File: src/rtl/blink_ctrl.sv
// blink_ctrl: blink/hold/timeout sequencing for the time-setting display.
// Selected field blinks; edits hold it solid; inactivity pulses timeout.
module blink_ctrl #(
  parameter int NUM_FIELDS    = 3,
  parameter int SEL_W         = 3,
  parameter int PHASE_TICKS   = 2,
  parameter int HOLD_TICKS    = 4,
  parameter int TIMEOUT_TICKS = 16
) (
  input  logic                  clk,
  input  logic                  rst,
  input  logic                  tick,
  input  logic [SEL_W-1:0]      sel,
  input  logic                  edit,
  output logic [NUM_FIELDS-1:0] blank,
  output logic                  phase,
  output logic                  timeout
);

  typedef enum logic [1:0] {
    IDLE  = 2'd0,
    BLINK = 2'd1,
    HOLD  = 2'd2
  } state_t;

  localparam int PW =
    (PHASE_TICKS > 1) ? $clog2(PHASE_TICKS) : 1;
  localparam int HW =
    (HOLD_TICKS > 1) ? $clog2(HOLD_TICKS) : 1;
  localparam int IW =
    (TIMEOUT_TICKS > 1) ? $clog2(TIMEOUT_TICKS) : 1;

  localparam logic [PW-1:0] PLAST = PW'(PHASE_TICKS - 1);
  localparam logic [HW-1:0] HLAST = HW'(HOLD_TICKS - 1);
  localparam logic [IW-1:0] ILAST =
    IW'((TIMEOUT_TICKS > 0) ? TIMEOUT_TICKS - 1 : 0);
  localparam logic [SEL_W-1:0] SMAX = SEL_W'(NUM_FIELDS);
  localparam logic TO_EN = (TIMEOUT_TICKS > 0);

  state_t          state, state_n;
  logic [SEL_W-1:0] sel_q;
  logic [PW-1:0]   pcnt, pcnt_n;
  logic [HW-1:0]   hcnt, hcnt_n;
  logic [IW-1:0]   icnt, icnt_n;
  logic            phase_n;
  logic [NUM_FIELDS-1:0] blank_d;
  logic            to_d;

  logic sel_ok;
  logic go_idle;
  logic go_blink;
  logic do_edit;
  logic do_tick;

  // Mutually exclusive events, highest priority first
  assign sel_ok   = (sel != '0) && (sel <= SMAX);
  assign go_idle  = !sel_ok;
  assign go_blink = sel_ok && ((sel != sel_q) || (state == IDLE));
  assign do_edit  = sel_ok && !go_blink && edit;
  assign do_tick  = sel_ok && !go_blink && !edit && tick;

  // State, counter and output registers
  always_ff @(posedge clk or posedge rst) begin
    if (rst) begin
      state   <= IDLE;
      sel_q   <= '0;
      pcnt    <= '0;
      hcnt    <= '0;
      icnt    <= '0;
      phase   <= 1'b0;
      blank   <= '0;
      timeout <= 1'b0;
    end else begin
      state   <= state_n;
      sel_q   <= sel;
      pcnt    <= pcnt_n;
      hcnt    <= hcnt_n;
      icnt    <= icnt_n;
      phase   <= phase_n;
      blank   <= blank_d;
      timeout <= to_d;
    end
  end

  // Next state, blink phase and counters
  always_comb begin
    state_n = state;
    phase_n = phase;
    pcnt_n  = pcnt;
    hcnt_n  = hcnt;
    icnt_n  = icnt;
    unique case (1'b1)
      go_idle: begin
        state_n = IDLE;
        phase_n = 1'b0;
        pcnt_n  = '0;
        hcnt_n  = '0;
        icnt_n  = '0;
      end
      go_blink: begin
        state_n = BLINK;
        phase_n = 1'b0;
        pcnt_n  = '0;
        hcnt_n  = '0;
        icnt_n  = '0;
      end
      do_edit: begin
        state_n = HOLD;
        phase_n = 1'b0;
        pcnt_n  = '0;
        hcnt_n  = '0;
        icnt_n  = '0;
      end
      do_tick: begin
        if (TO_EN) begin
          if (icnt == ILAST) icnt_n = '0;
          else icnt_n = icnt + IW'(1);
        end
        if (state == BLINK) begin
          if (pcnt == PLAST) begin
            pcnt_n  = '0;
            phase_n = !phase;
          end else begin
            pcnt_n = pcnt + PW'(1);
          end
        end else if (state == HOLD) begin
          if (hcnt == HLAST) begin
            state_n = BLINK;
            hcnt_n  = '0;
            pcnt_n  = '0;
            phase_n = 1'b0;
          end else begin
            hcnt_n = hcnt + HW'(1);
          end
        end
      end
      default: ;
    endcase
  end

  // Blank mask and timeout pulse for the next registered update
  always_comb begin
    blank_d = '0;
    for (int i = 0; i < NUM_FIELDS; i++) begin
      blank_d[i] = (state_n == BLINK) && phase_n &&
                   (sel == SEL_W'(i + 1));
    end
    to_d = do_tick && TO_EN && (icnt == ILAST);
  end

endmodule

File: config.mk
export PLATFORM = sky130hd
export DESIGN_NAME = blink_ctrl
export DESIGN_NICKNAME = d
export VERILOG_FILES = /design/src/rtl/blink_ctrl.sv
export SDC_FILE = /design/constraint.sdc
export NUM_CORES = 1
export LEC_CHECK = 0
export BUFFER_PORTS_ARGS = -buffer_cell sky130_fd_sc_hd__buf_2
export CORE_ASPECT_RATIO = 0.7
export CORE_MARGIN = 3
export CORE_UTILIZATION = 35
export CTS_BUF_LIST = sky130_fd_sc_hd__clkbuf_8
export DETAILED_ROUTE_END_ITERATION = 16
export HOLD_SLACK_MARGIN = 0.02
export PLACE_DENSITY_LB_ADDON = 0.3
export RECOVER_POWER = 25
export SYNTH_ARGS = -nofsm -noshare
export SYNTH_HDL_FRONTEND = slang
export SYNTH_SLANG_ARGS = --single-unit
File: constraint.sdc
create_clock -name clk -period 1.3 [get_ports clk]
set_input_delay 0.13 -clock clk [delete_from_list [all_inputs] [get_ports clk]]
set_output_delay 0.13 -clock clk [all_outputs]
set_load 0.02 [all_outputs]
==> summary.md <==
| Metric | Value |
|---|---|
| Status | completed |
| Final Cycle Share | 96.9% |
| Final Critical Period | around 1.3 ns |
| Worst Setup Start Kind | register |
| Multi-input gate area | ~500 sq um |
| TritonCTS buffer count | 3 |
| Layout cells sized above 1 | 47.4% |
| Top-area cell type share of the netlist area | 50.2% |
| Max stage delay on crit path | 0.39 ns |
| Clk sink count | 17 |
| HP Class | in2reg |
| Routability cong. | 0.737 |
| PortBufs | 11 |
| Synth area leader | dfrtp_1 |
| Vias post-DR | 651 |
| Max-cap violations | 0 |
| Number of buffers and inverters on the critical path | 1 |
| Post-route DRC | 0 |
| Core Footprint | between 0.002 and 0.0025 sq mm |
| All-layer global routing usage | 12.7% |
| Ys Warns | 0 |
| Worst setup margin | 0.0400 ns |
| Skew final | slightly above 0.005 ns |
| Chip Width | about 65 um |
| Initial antenna violation count | 0 |
| N_diodes | 0 |
| First-pass GRT wire length | ~2.8 mm |
| Crit-path cells | xnor2_2, o2111ai_2, buf_6, a2111oi_4 |
| Final Setup Violations | 0 |
| Static leakage | 0.506 nW |
| Worst path top cell family by delay | compound AO/OA/AOI/OAI gates |
| Place WS | -0.0454 ns |
| Clk pin slew, worst setup/hold paths | 0.06 ns |
| Async S/R FF share, synth | 100% |
| Largest net degree at the start of global routing | 18 |
| Layout area overhead | 37.4% |
| Crit-path max FO | 7 |
| Max VDD drop | 0.531 mV |
| DR iter-0 viols | 16 |
| Number of placement rows | 14 |
| Height of the die | 47.2 um |
| Clock latency on the worst-skew pair | 0.25 ns |
| Vias in the first global route | 626 |
| Fill cell count | roughly 210 |
| Final Max Slew Viols | 0 |
| Final Hold Vio Count | 0 |
| Synthesized area per cell | 11.6 sq um |
| Post-synth EDFFs | 0 |
| Register area share after synthesis | 50.2% |
| H-Tree Depth | 1 |
| Critical Path Slowest Stage Cell | dfrtp_1 |
| Synth area leaders | dfrtp_1 (50%), mux2i_1 (3.5%), a2111oi_2 (3.5%) |
| Placed cells | around 120 |
| Top-Level Pins | 12 |
| P per Cell Area | between 800 and 900 mW/mm^2 |
| Via density | about 5.0 |
| Final Non-Filler Cells | 129 |
| Die area | 0.00306 sq mm |
| RSZ-0062 raised after global routing | yes |
| Synth Register Bits | 17 |
| WP data required | about 1.5 ns |
| Routed wire length | about 1.8 mm |
| Drt pass-1 iters | 4 |
| Cell area after synthesis | 847 sq um |
| Most frequent cells after synthesis | dfrtp_1 (17), nand2_1 (6), nor3_1 (5) |
| Final #Nets | 107 |
| Distinct cells, synth | 32 |
| Max Freq | about 800 MHz |
| WS Path Type | reg2reg |
| CTS Root Cell | clkbuf_8 |
| Initial Utilization | 38.1% |
| Detail Placement HPWL | 1.13 mm |
| Worst slew margin | 67.5% |
| Most common cell in the synthesized netlist | dfrtp_1 |
| Wirelength per Cell | 13.8 um |
| DRT antenna net count | 0 |
| Setup TNS | 0 ns |
| Synthesized instance count | 73 |
| CTS max path bufs | 2 |
| Setup crit end kind | register |
| Arrival @ worst endpoint | 1.41 ns |
| Mapped Nets | 82 |
| Worst slew pin tran | 0.487 ns |
| Overflow after GRT | 0 |
| Main flop type after synthesis | dfrtp_1 |
| Total power | 1.03 mW |
| CTS tree | done |
| Area occupied by registers | 428 sq um |
==> per-layer routing <==
layer,part of all wire (%),GRT usage [%],vias to the layer above
met5,0,0,-
met4,1.5,6.30,0
met3,3.0,4.31,2
met2,50,21.3,9
met1,46,15.1,322
li1,-,-,318
==> worst register-to-register path: cells and delay by family (launching register included) <==
kind	cells	cell delay [ns]
XOR/XNOR	1	0.15
buffers and inverters	1	0.19
flip-flops	1	0.39
AO/OA/AOI/OAI	2	0.43
==> flip-flops by register name, summed over array words and instances (netlist names) <==
name / count
hcnt: 2
sel_q: 3
icnt: 4
timeout: 1
blank: 3
state: 2
pcnt: 1
phase: 1
==> report_power, final <==
part | switching [mW] | total, mW | internal [mW]
combinational | 0.0633 | 0.110 | 0.0465
clock | 0.167 | 0.376 | 0.209
sequential | 0.00740 | 0.545 | 0.537
==> final timing paths <==
| path | slack (ns) | depth (start not counted) | start | endpoint |
|---|---|---|---|---|
| max | 0.04 | 4 | sel_q[2]$_DFF_PP0_ | phase$_DFF_PP0_ |
| min | 0.07 | 1 | sel[2] | sel_q[2]$_DFF_PP0_ |
| max reg2reg | 0.04 | 4 | sel_q[2]$_DFF_PP0_ | phase$_DFF_PP0_ |
| min reg2reg | 0.56 | 2 | icnt[3]$_DFFE_PP0P_ | timeout$_DFF_PP0_ |
| max in group asynchronous | 0.67 | 4 | rst | state[0]$_DFF_PP0_ |
| min in group asynchronous | 0.43 | 4 | rst | icnt[0]$_DFFE_PP0P_ |
==> cell type report <==
| class | count | share of cell area [%] |
|---|---|---|
| clock buffer | 3 | 3.55 |
| clock inverter | 1 | 0.323 |
| inverter | 1 | 0.323 |
| multi-input combinational | 52 | 42.6 |
| sequential | 17 | 36.8 |
| tap | 32 | 3.44 |
| timing repair buffer | 23 | 13.0 |
==> layout by cell type (no fill, tap or decap), types with 2 or more instances in the layout <==
cell        n
a2111oi_4   2
buf_2      11
buf_4      10
clkbuf_8    3
dfrtp_1    15
dfrtp_2     2
inv_1       2
mux2i_1     2
nand2_1     4
nand2_2     2
nand3_1     2
nand3b_1    3
nor2_1      2
nor3_1      5
nor4_2      2
nor4_4      2
or2b_1      2
xnor2_2     2
==> stage by stage <==
stage	hold slack, ns	area [sq um]	utilization (%)
floorplan	0.0561	847	-
global placement	0.148	958	43.1
detailed placement	0.151	958	43.1
CTS	0.0346	1050	47.4
global route	0.0677	1160	52.3
finish	0.0698	1160	52.3
==> cell families after synthesis <==
kind of cell / count (synthesis) / synth area share, %
AOI/OAI and AO/OA: 12 / 13.4
xor gates and xnor gates: 4 / 4.14
adders and majority gates: 2 / 2.95
buffers and inverters: 4 / 2.95
DFF: 17 / 50.2
muxes: 3 / 3.55
and+or+nand+nor: 31 / 22.7
==> timing repair <==
action | in CTS | in global routing
gates resized for setup | 3 | 15
buffers inserted | 4 | 2
hold buffers | 1 | 0
hold endpoints to repair | 17 | 0
setup endpoints to repair | 6 | 7
cloned | 0 | 0
pin swaps | 1 | 9
Note: power is estimated with default switching activity, not from simulation.
